File: config.mk
export PLATFORM = sky130hd
export DESIGN_NAME = window_mask_gen
export DESIGN_NICKNAME = d
export VERILOG_FILES = /design/src/rtl/window_mask_gen.sv
export SDC_FILE = /design/constraint.sdc
export NUM_CORES = 1
export LEC_CHECK = 0
export CAP_MARGIN = 0
export CORE_ASPECT_RATIO = 1.75
export CORE_MARGIN = 2
export CORE_UTILIZATION = 30
export CTS_CLUSTER_SIZE = 8
export DETAILED_ROUTE_END_ITERATION = 8
export PLACE_DENSITY = 0.58
export SYNTH_ARGS = -nofsm -noshare
export SYNTH_HDL_FRONTEND = slang
export SYNTH_SLANG_ARGS = --single-unit
File: constraint.sdc
create_clock -name clk -period 1.84 [get_ports clk]
set_input_delay 0.184 -clock clk [delete_from_list [all_inputs] [get_ports clk]]
set_output_delay 0.184 -clock clk [all_outputs]
set_load 0.03 [all_outputs]
File: src/rtl/window_mask_gen.sv
`default_nettype none
// ============================================================================
//  Module   : window_mask_gen
//  Purpose  : Registered ARRAY_DIM-bit mask, ONE inside a run-time programmable
//             [start,stop) index window and ZERO elsewhere. Modes: OFF, WINDOW,
//             SWEEP (window slides one position every STEP_DIV clocks, with
//             wrap-around) and TAIL (window plus every bit above stop).
//             INVERT flips the output polarity.
//  Ports    : clk, rst          clock, asynchronous active-high reset
//             i_cfg_valid       config request
//             o_cfg_ready       config accept (low while frozen)
//             i_cfg_start       window start index
//             i_cfg_stop        window stop index (exclusive)
//             i_cfg_mode        00 OFF, 01 WINDOW, 10 SWEEP, 11 TAIL
//             i_freeze          hold all state, block config
//             o_cfg_err         sticky invalid-config flag
//             o_sweep_wrap      one-cycle pulse when start wraps to 0
//             o_data            registered mask
//  Revision : 1.0  initial release
// ============================================================================
module window_mask_gen #(
    parameter  int ARRAY_DIM = 16,
    parameter  int STEP_DIV  = 4,
    parameter  int INVERT    = 0,
    localparam int IDX_W     = $clog2(ARRAY_DIM)
) (
    input  logic                 clk,
    input  logic                 rst,
    input  logic                 i_cfg_valid,
    output logic                 o_cfg_ready,
    input  logic [IDX_W-1:0]     i_cfg_start,
    input  logic [IDX_W-1:0]     i_cfg_stop,
    input  logic [1:0]           i_cfg_mode,
    input  logic                 i_freeze,
    output logic                 o_cfg_err,
    output logic                 o_sweep_wrap,
    output logic [ARRAY_DIM-1:0] o_data
);

    localparam logic [1:0] c_OFF    = 2'b00;
    localparam logic [1:0] c_WINDOW = 2'b01;
    localparam logic [1:0] c_SWEEP  = 2'b10;
    localparam logic [1:0] c_TAIL   = 2'b11;

    localparam int                   c_DIV_W = (STEP_DIV > 1) ? $clog2(STEP_DIV) : 1;
    localparam logic [c_DIV_W-1:0]   c_DIV_TC = c_DIV_W'(STEP_DIV - 1);
    localparam logic [IDX_W-1:0]     c_LAST   = IDX_W'(ARRAY_DIM - 1);
    localparam logic [ARRAY_DIM-1:0] c_IDLE   = (INVERT != 0) ? {ARRAY_DIM{1'b1}} : '0;

    logic [1:0]           r_state,  w_state_nxt;
    logic [IDX_W-1:0]     r_start,  w_start_nxt;
    logic [IDX_W-1:0]     r_stop,   w_stop_nxt;
    logic [c_DIV_W-1:0]   r_div,    w_div_nxt;
    logic                 r_cfg_err, w_err_nxt;
    logic                 r_wrap,   w_wrap_nxt;
    logic [ARRAY_DIM-1:0] r_data;

    logic                 w_accept;
    logic                 w_cfg_ok;
    logic                 w_ordered;
    logic [ARRAY_DIM-1:0] w_in;
    logic [ARRAY_DIM-1:0] w_above;
    logic [ARRAY_DIM-1:0] w_mask;

    assign w_accept  = i_cfg_valid & ~i_freeze;
    // Integer compare keeps the stop bound meaningful for non-power-of-2 widths.
    assign w_cfg_ok  = (i_cfg_start <= i_cfg_stop) && (int'(i_cfg_stop) < ARRAY_DIM);
    assign w_ordered = (r_start <= r_stop);

    // ---------------- state register ----------------
    always_ff @(posedge clk or posedge rst) begin
        if (rst) begin
            r_state <= c_OFF;
        end else begin
            r_state <= w_state_nxt;
        end
    end

    // ---------------- next-state / datapath next ----------------
    always_comb begin : p_next
        w_state_nxt = r_state;
        w_start_nxt = r_start;
        w_stop_nxt  = r_stop;
        w_div_nxt   = r_div;
        w_err_nxt   = r_cfg_err;
        w_wrap_nxt  = 1'b0;
        if (!i_freeze) begin
            if (w_accept && w_cfg_ok) begin
                // A new config overrides any shift due on the same edge.
                w_state_nxt = i_cfg_mode;
                w_start_nxt = i_cfg_start;
                w_stop_nxt  = i_cfg_stop;
                w_div_nxt   = '0;
                w_err_nxt   = 1'b0;
            end else begin
                if (w_accept) begin
                    w_err_nxt = 1'b1;
                end
                if (r_state == c_SWEEP) begin
                    if (r_div == c_DIV_TC) begin
                        w_div_nxt   = '0;
                        w_start_nxt = (r_start == c_LAST) ? '0 : r_start + IDX_W'(1);
                        w_stop_nxt  = (r_stop  == c_LAST) ? '0 : r_stop  + IDX_W'(1);
                        w_wrap_nxt  = (r_start == c_LAST);
                    end else begin
                        w_div_nxt = r_div + c_DIV_W'(1);
                    end
                end
            end
        end
    end

    // ---------------- output decode ----------------
    always_comb begin : p_member
        w_in    = '0;
        w_above = '0;
        for (int i = 0; i < ARRAY_DIM; i++) begin
            // Once a sweep carries stop past the end, start > stop denotes a wrapped window.
            if (w_ordered) begin
                w_in[i] = (i >= int'(r_start)) && (i < int'(r_stop));
            end else begin
                w_in[i] = (i >= int'(r_start)) || (i < int'(r_stop));
            end
            w_above[i] = w_ordered && (i > int'(r_stop));
        end
    end

    always_comb begin : p_out
        w_mask = '0;
        case (r_state)
            c_WINDOW, c_SWEEP: w_mask = w_in;
            c_TAIL:            w_mask = w_in | w_above;
            default:           w_mask = '0;
        endcase
    end

    // ---------------- datapath registers ----------------
    always_ff @(posedge clk or posedge rst) begin
        if (rst) begin
            r_start   <= '0;
            r_stop    <= '0;
            r_div     <= '0;
            r_cfg_err <= 1'b0;
            r_wrap    <= 1'b0;
            r_data    <= c_IDLE;
        end else begin
            r_start   <= w_start_nxt;
            r_stop    <= w_stop_nxt;
            r_div     <= w_div_nxt;
            r_cfg_err <= w_err_nxt;
            r_wrap    <= w_wrap_nxt;
            if (!i_freeze) begin
                r_data <= (INVERT != 0) ? ~w_mask : w_mask;
            end
        end
    end

    assign o_cfg_ready  = ~i_freeze;
    assign o_cfg_err    = r_cfg_err;
    assign o_sweep_wrap = r_wrap & ~i_freeze;
    assign o_data       = r_data;

endmodule
`default_nettype wire

# Word level (Yosys, flattened, before mapping)
# Index checks and enable logic that the tools add are counted.
# Widths: inputs -> output; s select.
dict set report totals {
  reg_bits 30
  out_inout_bits 19
}
dict set report op_classes {
  n_eq_ne 6
  n_lt_le_gt_ge 47
  n_addsub 3
  n_mux 34
  reduce_logical 54
  n_bitwise 4
}
# op n
set op_table {}
lappend op_table {{$gt 4x4->1 const A} 8}
lappend op_table {{$mux 4} 8}
lappend op_table {{$pmux 16 s2} 1}
lappend op_table {{$logic_and 1x1->1} 31}
lappend op_table {{$ge 4x4->1 const A} 7}
lappend op_table {{$lt 4x4->1 const A} 7}
lappend op_table {{$mux 1} 22}
lappend op_table {{$ge 3x4->1 const A} 4}
lappend op_table {{$gt 3x4->1 const A} 4}
lappend op_table {{$lt 3x4->1 const A} 4}
lappend op_table {{$or 16x16->16} 1}
lappend op_table {{$logic_or 1x1->1} 15}
lappend op_table {{$add 4x1->4 const B} 2}
lappend op_table {{$eq 4x4->1 const B} 2}
lappend op_table {{$ge 1x4->1 const A} 2}
lappend op_table {{$ge 2x4->1 const A} 2}
lappend op_table {{$gt 2x4->1 const A} 2}
lappend op_table {{$le 4x4->1} 2}
lappend op_table {{$lt 1x4->1 const A} 2}
lappend op_table {{$lt 2x4->1 const A} 2}
lappend op_table {{$eq 2x2->1 const B} 3}
lappend op_table {{$mux 2} 3}
lappend op_table {{$reduce_and 2->1} 3}
lappend op_table {{$reduce_bool 2->1} 3}
lappend op_table {{other kinds (7)} 8}

# Depth between registers and ports, before layout
# Gate-level depths: netlist of the first run.
dict set report logic_depth {
  ltp_word 5
  depth_mapped 8
  depth_no_buf 7
}

# Worst setup path before layout of the first run
# Ideal clock, no wire load.
dict set report synth_path {
  path_type {flip-flop to flip-flop}
  startpoint {register r_stop[1]}
  endpoint {register r_data[10], in the netlist o_data[10]}
  path_slack_ps -182
  path_buffers 0
  setup_ps 126
  synth_period_minus_slack_ps 2022
  stages_incl_launch_ff 8
  t_arrival_ps 1896
  path_cell_list {dfrtp_1 > inv_1 > ha_1 > and2b_1 > o211ai_2 > a21boi_4 > maj3_2 > a221o_1}
}
dict set report synth_via {
  elab_chain_cells 5
  elab_cells_between_ends 9
  classes_between {3 x order compare; 2 x mux; 1 x bitwise; 3 x reduce/logical}
}
# element line
set synth_rtl {}
lappend synth_rtl {{start, declared} 52} ;# logic [IDX_W-1:0] r_stop, w_stop_nxt;
lappend synth_rtl {{start signal, assigned} 148} ;# r_stop <= w_stop_nxt;
lappend synth_rtl {{$lt 4x4->1} {120, 122}}
lappend synth_rtl {{$logic_or 1x1->1 or $logic_and 1x1->1 (tied branches)} {122, 120}}
lappend synth_rtl {{$mux 1} 119} ;# if (w_ordered) begin
lappend synth_rtl {{$or 16x16->16} 132} ;# c_TAIL: w_mask = w_in | w_above;
lappend synth_rtl {{$pmux 16 s2 *} 130} ;# case (r_state)
lappend synth_rtl {{end signal, assigned} 145} ;# r_data <= c_IDLE;
lappend synth_rtl {{end signal, assigned} 153} ;# r_data <= (INVERT != 0) ? ~w_mask : w_mask;
lappend synth_rtl {{end, declared} 56} ;# logic [ARRAY_DIM-1:0] r_data;
# Every way passes the cells marked *; elsewhere a longest branch is shown, timed or not.
# A chain may end at the register's enable or synchronous reset.

# Worst setup path after layout of the first run
dict set report layout_path {
  startpoint {register r_start[1]}
  endpoint {register r_data[13], in the netlist o_data[13]}
}
dict set report layout_via {
  elab_chain_cells 5
  elab_cells_between_ends 8
  classes_between {2 x order compare; 2 x mux; 1 x bitwise; 3 x reduce/logical}
}
# element line
set layout_rtl {}
lappend layout_rtl {{start, declared} 51} ;# logic [IDX_W-1:0] r_start, w_start_nxt;
lappend layout_rtl {{start signal, assigned} 147} ;# r_start <= w_start_nxt;
lappend layout_rtl {{$ge 4x4->1} {120, 122}}
lappend layout_rtl {{$logic_or 1x1->1 or $logic_and 1x1->1 (tied branches)} {122, 120}}
lappend layout_rtl {{$mux 1} 119}
lappend layout_rtl {{$or 16x16->16} 132}
lappend layout_rtl {{$pmux 16 s2 *} 130}
# Marked as above.

==> impl_metrics.csv, run 1 <==
group,metric,value,unit
finish,regArea,750.7,µm²
global_route,grt_first_pass_wirelength,11300,µm
timing,worst_slack,-0.07751,ns
synthesis,netlist_instances,244,
hold_path,hp-class,"in2async",
critical_path,worstReg2RegEnd,"o_data[13]",
detailed_routing,viasPerCell,5.335,
timing,max_freq,521.5,MHz
synthesis,syn_area_per_cell,9.035,µm²
clocking,clk_latency,0.28,ns
floorplan,dieWidth,68.80,µm
timing,fin_setup_tns,-0.4830,ns
detailed_routing,ant_nets,0,
synthesis,synth.distinct_cells,57,
critical_path,critPathRequiredTime,2.01,ns
synthesis,ys_ff_latch,30,
synthesis,synthArstFlopShare,1.000,
critical_path,ff2ff_setup_slack,-0.08,ns
floorplan,num_io_pins,33,
finish,drive_above_1_share,0.2808,
timing,fin_crit_sh,1.042,
timing,drv_slew,0,
synthesis,ys.warnings.count,0,
power,power_density,1469,nW/µm²
critical_path,worstSetupPathType,"reg2reg",
synthesis,synth_fp_nets,277,
power,p_leak,1.458,nW
finish,area.growth.synth_to_final,46.20,%
placed_design,preCtsSetupSlack,-0.3867,ns
critical_path,path_buf_inv,1,
critical_path,path_max_fanout,6,
critical_path,cpPeakStageDelay,0.42,ns
critical_path,reg2reg_from,"r_start[1]",
power,finalPower,4.735,mW
detailed_routing,wl_per_cell,16.81,µm
placed_design,portBuffers,32,
timing,relSlewSlack,0.6216,
finish,fillers,719,
clocking,cts_tree,"done",
timing,tightest_slew,0.5633,ns
clocking,cts-hold-fix-buffers,0,
global_route,antenna_found_initial,0,
clocking,clockBufferDepth,2,
finish,multi_input_area,1459,µm²
floorplan,start_util,0.3070,
global_route,grt_use_total,0.1896,
detailed_routing,initialDrtViolationCount,85,
critical_path,crit_arrival,2.09,ns
global_route,grt_overflow,0,
critical_path,critPathSlowestCell,"dfrtp_1",
critical_path,startpoint_type,"flop",
clocking,clockRootBuffer,"clkbuf_16",
global_route,grt_max_degree,31,
synthesis,synthesis.area,2205,µm²
clocking,clk_pin_slew_worst_paths,0.05,ns
critical_path,critPathTopFamily,"compound AO/OA/AOI/OAI gates",
run,drv_cap,0,
detailed_routing,vias,2150,
finish,diodes,0,
timing,hold_viol,0,
synthesis,synth_edf_count,0,
floorplan,dieHeight,117.4,µm
critical_path,endpoint_kind,"flop",
critical_path,rr_worst_depth,7,
detailed_routing,first_pass_iters,5,
global_route,grt_pass1_vias,2311,
floorplan,core,7182,µm²
floorplan,fp.dieArea,8077,µm²
timing,finClkSkew,0.003850,ns
power,max-vdd-ir-drop,0.6832,mV
run_status,status,"complete, but fails checks",
placed_design,dp.final_hpwl,5212,µm
critical_path,crit_path_cell_trace,"ha_4 > and2b_1 > o211ai_4 > a21boi_4 > buf_4 > nand4_1 > a32o_1",
timing,setup_viol,12,
synthesis,yosysSeqAreaShare,0.3405,
floorplan,rows,41,
detailed_routing,drc,0,
clocking,htreeDepth,2,
timing,rsz0062_at_grt,"yes",
timing,period_minus_slack,1.918,ns
run_status,violations,"setup timing",
detailed_routing,routed_wl,6775,µm
placed_design,gp_congestion,0.9136,
synthesis,synth_flop_cell,"dfrtp_1",
finish,finalNetCount,350,
clocking,cts_buffers,5,
clocking,clock-sinks,30,
per-stage QoR:
step                hold slack, ns  cell area (µm²)  instances    util
floorplan                   0.2748             2250        244       -
finish                      0.2793             3223        403  0.4488
global route                0.3389             3223        403  0.4488
global placement            0.4689             2927        391  0.4075
CTS                         0.2990             3184        403  0.4434
detailed placement          0.4723             2927        391  0.4075
power breakdown:
group	switching [mW]	internal (mW)
clock network	0.289	0.487
registers	0.154	0.898
logic	1.56	1.34
worst max path at each step:
stage                  startpoint    endpoint  slack [ns]  depth (start not counted)
CTS                     r_stop[1]  o_data[10]       -0.08                          7
detailed placement  i_cfg_stop[3]  r_state[1]       -0.39                          8
global route            r_stop[1]  o_data[13]       -0.16                          8
finish                 r_start[1]  o_data[13]       -0.08                          7
floorplan               r_stop[1]  o_data[13]       -0.11                          8
global placement    i_cfg_stop[3]  r_state[0]       -0.28                          8
final cells by class:
class	instances	share of cell area
multi-input combinational	180	0.4526
sequential	30	0.2329
timing repair buffer	81	0.2170
clock buffer	5	0.03882
tap	86	0.03339
inverter	19	0.02213
clock inverter	2	0.003106
repair_timing:
action | 4_1_cts | 5_1_grt
endpoints found under the setup margin | 22 | 27
gates resized for setup | 12 | 9
setup buffers | 3 | 0
cloned | 2 | 0
endpoints found under the hold margin | 0 | 0
pin swaps | 7 | 4
sequential cells by signal (all words and copies together), names as in the netlist:
signal     flops
r_stop         4
o_cfg_err      1
r_div          2
r_wrap         1
r_start        4
r_state        2
o_data        16
kinds of logic (layout without fill, tap and decap cells):
| kind of cell | after synthesis | count (layout) | synth area share |
|---|---|---|---|
| xor gates and xnor gates | 2 | 2 | 0.007947 |
| DFF | 30 | 30 | 0.3405 |
| and+or+nand+nor | 74 | 74 | 0.1674 |
| AOI/OAI and AO/OA | 74 | 74 | 0.2548 |
| adders and majority gates | 23 | 23 | 0.1271 |
| buffers and inverters | 34 | 107 | 0.06810 |
| muxes | 7 | 7 | 0.03405 |
placed cells by master, fill, tap and decap left out, types with 4 or more instances in the layout:
master / Yosys / final
a21oi_1: 15 / 15
a221o_1: 4 / 4
a32oi_1: 4 / 4
and2_1: 3 / 4
buf_4: 1 / 45
clkbuf_16: 0 / 5
clkdlybuf4s50_1: 0 / 28
dfrtp_1: 30 / 30
ha_1: 19 / 14
ha_4: 0 / 5
inv_1: 17 / 15
inv_2: 2 / 4
mux2_2: 4 / 4
nand2_1: 20 / 19
nand3_1: 7 / 7
nand4_1: 4 / 4
nor2_1: 19 / 19
nor2b_1: 5 / 5
nor3_1: 5 / 5
o211ai_1: 6 / 6
o21ai_0: 8 / 8
o21ai_1: 5 / 4
metal layers:
| layer | share of wire | wire (µm) | vias to the layer above | track usage |
|---|---|---|---|---|
| li1 | - | - | 1044 | - |
| met1 | 0.33 | 2259 | 1011 | 0.1846 |
| met2 | 0.58 | 3904 | 72 | 0.3462 |
| met3 | 0.035 | 234 | 23 | 0.03260 |
| met4 | 0.055 | 376 | 0 | 0.1127 |
| met5 | 0 | 0 | - | 0 |
cell usage after synthesis (3+ instances only):
| cell type | number | share of area |
|---|---|---|
| dfrtp_1 | 30 | 0.34 |
| nand2_1 | 20 | 0.034 |
| ha_1 | 19 | 0.11 |
| nor2_1 | 19 | 0.032 |
| inv_1 | 17 | 0.029 |
| a21oi_1 | 15 | 0.034 |
| buf_2 | 9 | 0.020 |
| o21ai_0 | 8 | 0.018 |
| nand3_1 | 7 | 0.016 |
| o211ai_1 | 6 | 0.020 |
| nor2b_1 | 5 | 0.014 |
| nor3_1 | 5 | 0.011 |
| o21ai_1 | 5 | 0.011 |
| a221o_1 | 4 | 0.018 |
| a32oi_1 | 4 | 0.016 |
| clkbuf_1 | 4 | 0.0068 |
| mux2_2 | 4 | 0.020 |
| nand4_1 | 4 | 0.011 |
| and2_1 | 3 | 0.0085 |
| and3_1 | 3 | 0.0085 |
| mux2i_1 | 3 | 0.014 |
| o221ai_1 | 3 | 0.012 |
tightest hold or removal path: cells and delay by family:
family | cells | cell delay, ns
buffers and inverters | 3 | 0.79
Note: power is estimated with default switching activity, not from simulation.
==> inputs of run 2 (changes only) <==
--- a/config.mk
+++ b/config.mk
@@ -5,13 +5,15 @@
 export SDC_FILE = /design/constraint.sdc
 export NUM_CORES = 1
 export LEC_CHECK = 0
-export CAP_MARGIN = 0
+export CELL_PAD_IN_SITES_DETAIL_PLACEMENT = 0
+export CELL_PAD_IN_SITES_GLOBAL_PLACEMENT = 2
 export CORE_ASPECT_RATIO = 1.75
 export CORE_MARGIN = 2
 export CORE_UTILIZATION = 30
+export CTS_BUF_LIST = sky130_fd_sc_hd__clkbuf_4 sky130_fd_sc_hd__clkbuf_8
 export CTS_CLUSTER_SIZE = 8
 export DETAILED_ROUTE_END_ITERATION = 8
-export PLACE_DENSITY = 0.58
+export PLACE_DENSITY = 0.83
 export SYNTH_ARGS = -nofsm -noshare
 export SYNTH_HDL_FRONTEND = slang
 export SYNTH_SLANG_ARGS = --single-unit
==> impl_metrics.csv, run 2 (synthesized netlist as in run 1, its figures left out) <==
group,metric,value,unit
global_route,grt_max_degree,31,
power,pwr-share-comb,0.650,
critical_path,crit_arrival,2.13,ns
timing,fin_setup_tns,-1.030,ns
floorplan,fp.dieArea,8077,µm²
floorplan,rows,41,
global_route,grt_first_pass_wirelength,10670,µm
detailed_routing,viasPerCell,5.275,
placed_design,dp_cells,388,
finish,finalNonFillerCells,403,
clocking,clk_pin_slew_worst_paths,0.06,ns
timing,setup_viol,13,
timing,relSlewSlack,0.6964,
critical_path,rr_worst_depth,7,
clocking,cts_buffers,5,
critical_path,worstReg2RegEnd,"o_data[10]",
power,p_seq_frac,0.233,
placed_design,gp_congestion,0.8854,
detailed_routing,wl_per_cell,16.05,µm
critical_path,cp-startpoint,"r_stop[1]",
power,max-vdd-ir-drop,0.4726,mV
detailed_routing,ant_nets,0,
critical_path,startpoint_type,"flop",
clocking,clockRootBuffer,"clkbuf_8",
floorplan,start_util,0.3070,
power,clock_power_share,0.117,
placed_design,preCtsSetupSlack,-0.3315,ns
global_route,antenna_found_initial,0,
finish,mostFrequentLayoutCells,"buf_4, dfrtp_1, clkdlybuf4s50_1",
placed_design,portBuffers,32,
detailed_routing,vias,2126,
timing,max_freq,510.6,MHz
placed_design,dp.final_hpwl,5066,µm
power,internal_power,2.524,mW
clocking,clockBufferDepth,2,
detailed_routing,drc,0,
detailed_routing,routed_wl,6469,µm
finish,diodes,0,
critical_path,critPathRequiredTime,2.01,ns
timing,rsz0062_at_grt,"yes",
floorplan,core,7182,µm²
finish,final_util,0.4382,
finish,final_common_cell,"buf_4",
clocking,clock-sinks,30,
timing,drv_slew,0,
global_route,grt_use_total,0.1771,
run,drv_cap,0,
floorplan,dieHeight,117.4,µm
critical_path,worstSetupPathType,"reg2reg",
hold_path,hp-class,"in2async",
run_status,status,"complete, but fails checks",
timing,finClkSkew,0.004529,ns
detailed_routing,first_pass_iters,4,
floorplan,num_io_pins,33,
finish,area.growth.synth_to_final,42.74,%
power,switching_share,0.4369,
timing,hold_viol,0,
power,power_switching,1.958,mW
global_route,grt_pass1_vias,2153,
detailed_routing,initialDrtViolationCount,114,
placed_design,placed_area,2904,µm²
finish,postLayoutCellArea,3147,µm²
critical_path,ff2ff_setup_slack,-0.12,ns
critical_path,reg2reg_from,"r_stop[1]",
critical_path,endpoint_kind,"flop",
clocking,cts_tree,"done",
global_route,grt_overflow,0,
clocking,clk_latency,0.28,ns
timing,tightest_slew,0.4519,ns
finish,drive_above_1_share,0.2744,
finish,finalNetCount,351,
timing,fin_crit_sh,1.064,
power,p_leak,1.429,nW
timing,worst_slack,-0.1184,ns
run_status,violations,"setup timing",
critical_path,path_max_fanout,5,
clocking,htreeDepth,2,
finish,fillers,729,
finish,largest_reg_flops,16,
power,power_density,1424,nW/µm²
floorplan,dieWidth,68.80,µm
timing,period_minus_slack,1.958,ns
-- run 2: area by class of cell --
type	instances	area, µm²	area share
Inverter	19	71.32	0.02266
Multi-Input combinational cell	181	1440	0.4577
Sequential cell	30	750.7	0.2386
Timing Repair Buffer	81	694.4	0.2207
Tap cell	86	107.6	0.03419
Clock buffer	6	82.58	0.02624
-- run 2: worst max path at each step --
stage	endpoint	slack [ns]	cells after the start
after floorplan	o_data[13]	-0.11	8
after global placement	r_state[0]	-0.29	8
after detailed placement	r_state[1]	-0.33	8
after CTS	o_data[10]	-0.11	7
after global routing	o_data[7]	-0.19	8
final	o_data[10]	-0.12	7
-- run 2: critical path: stages (launching register included) --
cell	delay (ns)
dfrtp_1	0.40
inv_2	0.09
ha_4	0.21
and2b_2	0.22
o211ai_4	0.21
a21boi_4	0.12
maj3_2	0.32
a221o_1	0.29
-- run 2: repair_timing --
item | CTS | global route
buffers inserted | 8 | 0
resized for setup | 8 | 6
gates cloned | 1 | 0
pin swaps | 9 | 5
setup endpoints to repair | 16 | 24
hold buffers | 0 | 0
endpoints found under the hold margin | 0 | 0
-- run 2: metrics by stage --
step	hold WS (ns)	power, mW
floorplan	0.2748	2.746
global placement	0.4652	3.656
detailed placement	0.4699	3.684
CTS	0.3027	4.483
global route	0.3346	4.777
finish	0.2907	4.482
-- run 2: metal layers --
layer  up-vias  global-route usage  routed length [µm]
li1       1043                   -                   -
met1      1009              0.1855                2351
met2        59              0.3269                3698
met3        15             0.02493                 202
met4         0             0.07843                 217
met5         -                   0                   0
-- run 2: power groups by stage --
stage | combinational (mW) | clock (mW) | sequential (mW)
6_report | 2.91 | 0.525 | 1.05
4_1_cts | 2.89 | 0.538 | 1.05
3_3_place_gp | 2.61 | 0 | 1.05
5_1_grt | 3.14 | 0.560 | 1.08
2_1_floorplan | 1.39 | 0 | 1.35
3_5_place_dp | 2.62 | 0 | 1.06
